[src/rtl/cov_pkg.sv]
// Shared state encoding and error codes for the Cov sequencer
// and the Cov_Controllogic decoder.
package cov_pkg;

  typedef enum logic [4:0] {
    IDLE      = 5'd0,
    INIT1     = 5'd1,
    INIT2     = 5'd2,
    INIT3     = 5'd3,
    INIT4     = 5'd4,
    CHECK1    = 5'd5,
    CHECK2    = 5'd6,
    CHECK3    = 5'd7,
    CHECK4    = 5'd8,
    CHECK5    = 5'd9,
    CHECK6    = 5'd10,
    CHECK7    = 5'd11,
    CHECK8    = 5'd12,
    EXCHANGE1 = 5'd13,
    EXCHANGE2 = 5'd14,
    EXCHANGE3 = 5'd15,
    PRELOOP1  = 5'd16,
    PRELOOP2  = 5'd17,
    LOOP1     = 5'd18,
    LOOP2     = 5'd19,
    LOOP3     = 5'd20,
    LOOP4     = 5'd21,
    LOOP5     = 5'd22,
    LOOP6     = 5'd23,
    LOOP7     = 5'd24,
    LOOP8     = 5'd25,
    LOOP9     = 5'd26,
    LOOP10    = 5'd27,
    LOOP11    = 5'd28,
    END1      = 5'd29,
    END2      = 5'd30
  } state_e;

  localparam logic [4:0] ST_UNUSED = 5'b11111;

  localparam logic [1:0] ERR_NONE = 2'd0;
  localparam logic [1:0] ERR_OPND = 2'd1;
  localparam logic [1:0] ERR_DIV  = 2'd2;
  localparam logic [1:0] ERR_ITER = 2'd3;

endpackage

[src/rtl/cov_div_watchdog.sv]
// Divider-wait watchdog: counts cycles spent in a wait state
// and flags the last permitted cycle.
module cov_div_watchdog #(
  parameter int DIV_TIMEOUT = 16
) (
  input  logic clk,
  input  logic rst_n,
  input  logic clr,
  input  logic hold,
  output logic timeout
);

  localparam int W = $clog2(DIV_TIMEOUT + 1);
  localparam logic [W-1:0] LAST = W'(DIV_TIMEOUT - 1);

  logic [W-1:0] wdog_q;

  // Parks at LAST so a late div_done never sees a wrapped count
  always_ff @(posedge clk or negedge rst_n) begin
    if (!rst_n) begin
      wdog_q <= '0;
    end else if (clr) begin
      wdog_q <= '0;
    end else if (hold && wdog_q != LAST) begin
      wdog_q <= wdog_q + 1'b1;
    end
  end

  assign timeout = hold && (wdog_q == LAST);

endmodule

[src/rtl/cov_sequencer.sv]
// Cov datapath sequencer: state register, next-state logic,
// sticky error and LOOP1 iteration bookkeeping.
module cov_sequencer
  import cov_pkg::*;
#(
  parameter int DIV_TIMEOUT = 16,
  parameter int MAX_ITER    = 65535,
  parameter int ITER_W      = 16
) (
  input  logic              clk,
  input  logic              rst_n,
  input  logic              start,
  input  logic              flag_s1,
  input  logic              flag_z1,
  input  logic              div_done,
  output logic [4:0]        state,
  output logic              busy,
  output logic              err,
  output logic [1:0]        err_code,
  output logic [ITER_W-1:0] iter_cnt
);

  localparam logic [ITER_W-1:0] ITER_LIM = ITER_W'(MAX_ITER);
  localparam logic [ITER_W-1:0] ITER_SAT = '1;

  state_e            state_q, state_d;
  logic              err_q, err_d;
  logic [1:0]        code_q, code_d;
  logic [ITER_W-1:0] iter_q, iter_d;
  logic              err_m_q, err_m_d;
  logic              fail;
  logic [1:0]        fail_code;
  logic              wd_clr, wd_hold, wd_tmo;

  assign wd_hold = (state_q == LOOP3) || (state_q == LOOP8);
  assign wd_clr  = ((state_d == LOOP3) || (state_d == LOOP8))
                   && (state_d != state_q);

  cov_div_watchdog #(
    .DIV_TIMEOUT(DIV_TIMEOUT)
  ) u_wdog (
    .clk    (clk),
    .rst_n  (rst_n),
    .clr    (wd_clr),
    .hold   (wd_hold),
    .timeout(wd_tmo)
  );

  always_comb begin
    state_d   = state_q;
    err_d     = err_q;
    code_d    = code_q;
    iter_d    = iter_q;
    err_m_d   = err_m_q;
    fail      = 1'b0;
    fail_code = ERR_NONE;
    unique case (state_q)
      IDLE: begin
        if (start) begin
          state_d = INIT1;
          err_d   = 1'b0;
          code_d  = ERR_NONE;
          iter_d  = '0;
          err_m_d = 1'b0;
        end
      end
      INIT1: state_d = INIT2;
      INIT2: state_d = INIT3;
      INIT3: state_d = INIT4;
      INIT4: begin
        err_m_d = flag_s1;
        state_d = CHECK1;
      end
      CHECK1: state_d = CHECK2;
      CHECK2: begin
        if (flag_s1 || err_m_q) begin
          fail      = 1'b1;
          fail_code = ERR_OPND;
        end else begin
          state_d = CHECK3;
        end
      end
      CHECK3: state_d = CHECK4;
      CHECK4: begin
        if (flag_z1) begin
          fail      = 1'b1;
          fail_code = ERR_OPND;
        end else begin
          state_d = CHECK5;
        end
      end
      CHECK5: state_d = CHECK6;
      CHECK6: begin
        if (flag_z1) begin
          fail      = 1'b1;
          fail_code = ERR_OPND;
        end else begin
          state_d = CHECK7;
        end
      end
      CHECK7: state_d = CHECK8;
      CHECK8: state_d = flag_s1 ? EXCHANGE1 : PRELOOP1;
      EXCHANGE1: state_d = EXCHANGE2;
      EXCHANGE2: state_d = EXCHANGE3;
      EXCHANGE3: state_d = PRELOOP1;
      PRELOOP1: state_d = PRELOOP2;
      PRELOOP2: state_d = LOOP1;
      LOOP1: begin
        if (iter_q == ITER_LIM) begin
          fail      = 1'b1;
          fail_code = ERR_ITER;
        end else begin
          state_d = LOOP2;
          if (iter_q != ITER_SAT) iter_d = iter_q + 1'b1;
        end
      end
      LOOP2: state_d = LOOP3;
      LOOP3: begin
        if (div_done) begin
          state_d = LOOP4;
        end else if (wd_tmo) begin
          fail      = 1'b1;
          fail_code = ERR_DIV;
        end
      end
      LOOP4: state_d = LOOP5;
      LOOP5: state_d = LOOP6;
      LOOP6: state_d = flag_s1 ? LOOP1 : LOOP7;
      LOOP7: state_d = LOOP8;
      LOOP8: begin
        if (div_done) begin
          state_d = LOOP9;
        end else if (wd_tmo) begin
          fail      = 1'b1;
          fail_code = ERR_DIV;
        end
      end
      LOOP9:  state_d = LOOP10;
      LOOP10: state_d = LOOP11;
      LOOP11: state_d = flag_z1 ? END1 : LOOP1;
      END1: begin
        state_d = IDLE;
        err_d   = 1'b0;
      end
      END2: state_d = IDLE;
      default: begin
        state_d = IDLE;
        err_d   = 1'b1;
        code_d  = ERR_OPND;
      end
    endcase
    // err is visible in the same cycle END2 is presented
    if (fail) begin
      state_d = END2;
      err_d   = 1'b1;
      code_d  = fail_code;
    end
  end

  always_ff @(posedge clk or negedge rst_n) begin
    if (!rst_n) begin
      state_q <= IDLE;
      err_q   <= 1'b0;
      code_q  <= ERR_NONE;
      iter_q  <= '0;
      err_m_q <= 1'b0;
    end else begin
      state_q <= state_d;
      err_q   <= err_d;
      code_q  <= code_d;
      iter_q  <= iter_d;
      err_m_q <= err_m_d;
    end
  end

  assign state    = state_q;
  assign busy     = (state_q != IDLE);
  assign err      = err_q;
  assign err_code = code_q;
  assign iter_cnt = iter_q;

endmodule

[config.mk]
export PLATFORM = sky130hd
export DESIGN_NAME = cov_sequencer
export DESIGN_NICKNAME = d
export VERILOG_FILES = /design/src/rtl/cov_pkg.sv /design/src/rtl/cov_div_watchdog.sv /design/src/rtl/cov_sequencer.sv
export SDC_FILE = /design/constraint.sdc
export NUM_CORES = 1
export LEC_CHECK = 0
export ABC_AREA = 1
export CAP_MARGIN = 20
export CORE_MARGIN = 1
export CORE_UTILIZATION = 45
export DETAILED_ROUTE_END_ITERATION = 10
export GPL_TIMING_DRIVEN = 0
export PLACE_DENSITY_LB_ADDON = 0.15
export SETUP_SLACK_MARGIN = 0.4
export SYNTH_ARGS = -nofsm -noshare
export SYNTH_HDL_FRONTEND = slang
export SYNTH_SLANG_ARGS = --single-unit
[constraint.sdc]
create_clock -name clk -period 2.3 [get_ports clk]
set_clock_uncertainty 0.2 [all_clocks]
set_input_delay 0.575 -clock clk [delete_from_list [all_inputs] [get_ports clk]]
set_output_delay 0.575 -clock clk [all_outputs]
set_load 0.02 [all_outputs]
; ---- After elaboration in Yosys (flattened, before gate mapping)
; Cells that the tools add are included.
[totals]
in_bits = 6
reg_bits = 30
[classes]
addsub = 2
muxes = 37
n_eq_ne = 43
n_reduce_logical = 19
[op_table]
columns = op, n
row1 = 5-bit case mux with 29 select lines, 1
row2 = 5-bit == test (second input constant), 17
row3 = 5-bit two-way mux, 11
row4 = 16-bit two-way mux, 3
row5 = 5-bit by 4-bit == test with 1-bit output (second input constant), 9
row6 = 16-bit case mux with 2 select lines, 1
row7 = 30-bit OR reduction, 1
row8 = 29-bit OR reduction, 1
row9 = 5-bit by 3-bit == test with 1-bit output (second input constant), 4
row10 = 16-bit by 1-bit adder with 16-bit output (second input constant), 1
row11 = 16-bit == test (second input constant), 1
row12 = 16-bit inequality test (second input constant), 1
row13 = 5-bit by 2-bit == test with 1-bit output (second input constant), 2
row14 = 2-bit two-way mux, 5
row15 = 1-bit two-way mux, 9
row16 = 4-bit two-way mux, 2
row17 = 2-bit case mux with 4 select lines, 1
row18 = 2-bit inequality test (second input constant), 3
row19 = 2-bit AND reduction, 3
row20 = 2-bit nonzero test, 3
row21 = 5-bit by 1-bit adder with 5-bit output (second input constant), 1
row22 = 5-bit by 1-bit == test with 1-bit output (second input constant), 1
row23 = 5-bit zero test, 1
row24 = 5-bit by 4-bit inequality test with 1-bit output (second input constant), 1
row25 = other kinds (12), 18

; ---- Depth between registers and ports, before layout
[logic_depth]
ltp_word = 11
depth_mapped = 14

; ---- Hierarchy
; Synthesis repeated with hierarchy kept, for this count alone.
[unflattened]
cells_unflattened = 344
area_unflattened_um2 = 2292.2
[by_module_without_submodules]
columns = mod, instances, area_each_um2, cells_each, seq_area_each_um2
row1 = cov_sequencer, 1, 2016.9, 306, 625.6
row2 = cov_div_watchdog, 1, 275.3, 38, 125.1

; ---- Worst setup path after synthesis
; Ideal clock, no wire load.
[synth_timing]
path_kind = register to register
from = register state_q[3] (netlist: state[3])
to = register u_wdog.wdog_q[0]
stages_incl_launch_ff = 14
arrival_ps = 1788
required_time_ps = 1978
path_slack_ps = 190
setup_ps = 122
period_less_slack_ps = 2110
cell_sequence = dfrtp_1 -> nor2_4 -> nand3_2 -> inv_2 -> nand2_1 -> buf_2 -> nand3_1 -> nor2_1 -> nand2_1 -> nand3_1 -> nand2_1 -> nand2_1 -> nor2_2 -> nor2_1
[synth_between]
elab_chain_len = 11
[synth_rtl]
columns = item, line
row1 = "start, declared", cov_sequencer.sv:26  ; state_e state_q, state_d;
row2 = "start signal, assigned", cov_sequencer.sv:168  ; state_q <= state_d;
row3 = 5-bit == test, "cov_sequencer.sv:35, cov_sequencer.sv:57"
row4 = 1-bit logical OR, cov_sequencer.sv:35  ; assign wd_hold = (state_q == LOOP3) || (state_q == LOOP8);
row5 = 1-bit logical AND, cov_div_watchdog.sv:29  ; assign timeout = hold && (wdog_q == LAST);
row6 = 1-bit two-way mux, "cov_sequencer.sv:121, cov_sequencer.sv:133"
row7 = 1-bit two-way mux, cov_sequencer.sv:119  ; if (div_done) begin
row8 = 1-bit case mux with 4 select lines, cov_sequencer.sv:57  ; unique case (state_q)
row9 = 5-bit two-way mux, cov_sequencer.sv:153  ; if (fail) begin
row10 = 5-bit == test, cov_sequencer.sv:36  ; assign wd_clr = ((state_d == LOOP3) || (state_d == LOOP8))
row11 = 1-bit logical OR, cov_sequencer.sv:36
row12 = 1-bit logical AND, cov_sequencer.sv:37  ; && (state_d != state_q);
row13 = 5-bit two-way mux or 2-bit nonzero test (tied branches), n/a
row14 = "end signal, assigned", cov_div_watchdog.sv:25  ; wdog_q <= wdog_q + 1'b1;
row15 = "end, declared", cov_div_watchdog.sv:16  ; logic [W-1:0] wdog_q;
; Several ways; a longest one is shown, not always the timed one.
; A chain may end at the register's enable or synchronous reset.

; ---- Worst setup path in the final report
; Same ends and word-level chain as after synthesis.

==> impl_metrics.tcl <==
set metrics [dict create \
    cp.required_ns 2.27 \
    power.density_nw_per_um2 1260 \
    clk_latency_ns 0.28 \
    gr-total-overflow 0 \
    gp_congestion 0.940 \
    place_ws_ns -0.294 \
    wl_mm 8.09 \
    finalCritPeriodShare_pct 93.5 \
    cp_common_cell "nor2_4" \
    grtUsageMet2_pct 49.9 \
    core_area_um2 4820 \
    outcome "finished, final reports clean" \
    synth_seq_area_share_pct 32.8 \
    start_util_pct 47.5 \
    setup_violations 0 \
    timing_worst_setup_path_type "flip-flop to flip-flop" \
    cts-root-buf "clkbuf_8" \
    path_cells "buf_12 -> nor2_4 -> nand3_2 -> nand2_2 -> nor2_4 -> nand4_1 -> nand3_1 -> nor2_1 -> nand2_1 -> nor2_4 -> nor2_1" \
    grt_usage_pct 31.7 \
    met1_usage_pct 41.5 \
    synth_cells 345 \
    finalHoldViolCount 0 \
    io_pins 31 \
    antenna_cells 0 \
    max_cap_viol_count 0 \
    tightest_slew_ns 0.564 \
    synth.area.top_cells "dfrtp_1 (33%), nand2_1 (15%), nor2_1 (9.3%)" \
    drive_above_1_share_pct 37.9 \
    use_met3_pct 7.27 \
    fin_crit_ns 2.15 \
    fp.dieW_um 73.3 \
    crit_family "simple AND/OR/NAND/NOR gates" \
    fin_ws_ns 0.149 \
    cp-start-kind "flip-flop" \
    cp-startpoint "state[3]" \
    portBuffers 30 \
    numCtsBuffers 5 \
    timing.rr.start "state[3]" \
    max-slew-margin-rel_pct 62.3 \
    yosys.area_share.adder_pct 1.64 \
    vias_per_cell 5.60 \
    crit_fanout 6 \
    yosys_warnings 0 \
    ys_async_sr_fraction_pct 100 \
    synth_top_area_cell "dfrtp_1" \
    worst_path_max_delay_cell "dfrtp_2" \
    syn-num-nets 354 \
    grt.busiest_layer "met2" \
    grt_pass1_wl_mm 12.8 \
    drc 0 \
    ys_seq_elements 30 \
    fin_nets 438 \
    whs_ns 0.279 \
    ir_drop_mv 0.855 \
    ant_nets 0 \
    syn_area_per_cell_um2 6.63 \
    h-tree-depth 2 \
    die_area_um2 5370 \
    first_pass_iters 5 \
    antenna_found_initial 0 \
    synth.distinct_cells 36 \
    synth_top_family_by_area "simple AND/OR/NAND/NOR gates" \
    vias 2785 \
    fillCellCount 370 \
    grt_pass1_vias 2640 \
    fmax_mhz 465 \
    cts_sinks 30 \
    regArea_um2 763 \
    tritoncts "yes" \
    drt_iter0_drc 222 \
    synth-xor-area-share_pct 3.06 \
    wire_per_inst_um 16.3 \
    rsz0062_at_grt "yes" \
    finalMaxSlewViolations 0 \
    multiInputGateArea_um2 1740 \
    dp_hpwl_mm 5.05 \
    synth_mux_area_share_pct 0.437 \
    ys.flop_type "dfrtp_1" \
    clock_path_buffers 2 \
    syn_area_um2 2290 \
    clkSlewWorstSetupHoldPaths_ns 0.07 \
    synth_top_area_share_pct 32.8 \
    synth_commonest_cells "nand2_1 (94), nor2_1 (57), nand3_1 (41)" \
    row_count 25 \
    min-delay-start "err" \
    max_stage_delay_ns 0.49 \
    synth_compound_area_share_pct 7.00 \
    arrival_ns 2.12 \
    synth-simple-area-share_pct 47.3 \
    p_leak_uw 0.00184 \
    crit_path_end_kind "flip-flop" \
    synth.most_common_cell "nand2_1" \
    area_delta_synth_final_pct 57.1 \
    die_y_um 73.3 \
    synth_edf_count 0 \
    path_buf_inv 1 \
    hold_class "flip-flop to flip-flop" \
    grt_max_degree 21 \
]
stage by stage:
| step | total power (µW) | instance area [µm²] | TNS (ns) | cells | utilization (%) |
|---|---|---|---|---|---|
| 2_1_floorplan | 2430 | 2340 | 0 | 345 | - |
| 3_3_place_gp | 3100 | 2730 | -4.71 | 442 | 56.6 |
| 3_5_place_dp | 3110 | 2740 | -1.42 | 443 | 57.0 |
| 4_1_cts | 4320 | 3410 | 0 | 489 | 70.8 |
| 5_1_grt | 4850 | 3590 | 0 | 497 | 74.6 |
| 6_report | 4540 | 3590 | 0 | 497 | 74.6 |
layout make-up:
cell class,instances,share of cell area (%)
Buffer,6,1.95
Clock buffer,7,2.40
Clock inverter,1,0.835
Inverter,35,4.07
Multi-Input combinational cell,275,48.4
Sequential cell,30,21.2
Tap cell,67,2.33
Timing Repair Buffer,76,18.8
tightest hold or removal path, cell delays in order (launching register included):
cell and delay [ns]:
dfrtp_1 0.34, nand2_1 0.05, nand3_1 0.05
placed cells by master, fill, tap and decap left out, types with 2 or more instances in the layout:
cell type / count
a21oi_2: 2
inv_1: 23
nor3_2: 3
nand3_1: 29
nand3_2: 10
dlygate4sd2_1: 22
nor2_4: 14
o21ai_0: 6
buf_6: 16
xnor2_1: 2
clkbuf_8: 7
nand3_4: 9
nand2_2: 14
dfrtp_1: 20
o21ai_4: 2
o21ai_1: 5
clkdlybuf4s50_1: 4
clkbuf_2: 2
nor2_2: 12
nor3_1: 5
nand3b_1: 2
xor2_1: 6
nor2_1: 41
inv_2: 9
buf_12: 2
nand4_1: 10
and3_1: 2
buf_4: 33
a21oi_1: 5
nand2_1: 78
a31oi_1: 2
dfrtp_2: 10
kinds of logic (layout without fill, tap and decap cells):
family | after synthesis | count (layout)
AO/OA/AOI/OAI | 28 | 28
buffers and inverters | 41 | 125
multiplexers | 1 | 1
flip-flops | 30 | 30
AND/OR/NAND/NOR | 234 | 235
adder cells (fa/ha/maj) | 3 | 3
XOR/XNOR | 8 | 8
path summary, 6_finish.rpt:
| check | endpoint | slack [ns] | cells past startpoint |
|---|---|---|---|
| max | u_wdog.wdog_q[0] | 0.15 | 11 |
| min | err | 0.28 | 2 |
| max reg2reg | u_wdog.wdog_q[0] | 0.15 | 11 |
| min reg2reg | err | 0.28 | 2 |
| max in group asynchronous | iter_cnt[0] | 0.89 | 2 |
| min in group asynchronous | iter_cnt[3] | 0.45 | 1 |
what timing repair did:
action,in CTS,in global routing
pin swaps,31,23
cloned,1,0
buffers inserted,37,8
hold buffers,0,0
endpoints found under the setup margin,47,29
gates resized for setup,106,42
power breakdown:
group	leakage [µW]	internal [µW]	switching (µW)
combinational	0.00140	1270	1810
sequential	0.000380	716	194
clock	0.0000585	353	202
total	0.00184	2340	2200
registers in the layout, summed over array words and instances (netlist names):
signal and cells:
iter_cnt 16, err 1, u_wdog.wdog_q 5, err_m_q 1, state 5, err_code 2
layer usage:
layer | vias up | part of all wire [%]
met5 | - | 0
met4 | 0 | 3.3
met3 | 31 | 7.4
met2 | 144 | 48
met1 | 1306 | 41
li1 | 1304 | -
Note: power is estimated with default switching activity, not from simulation.
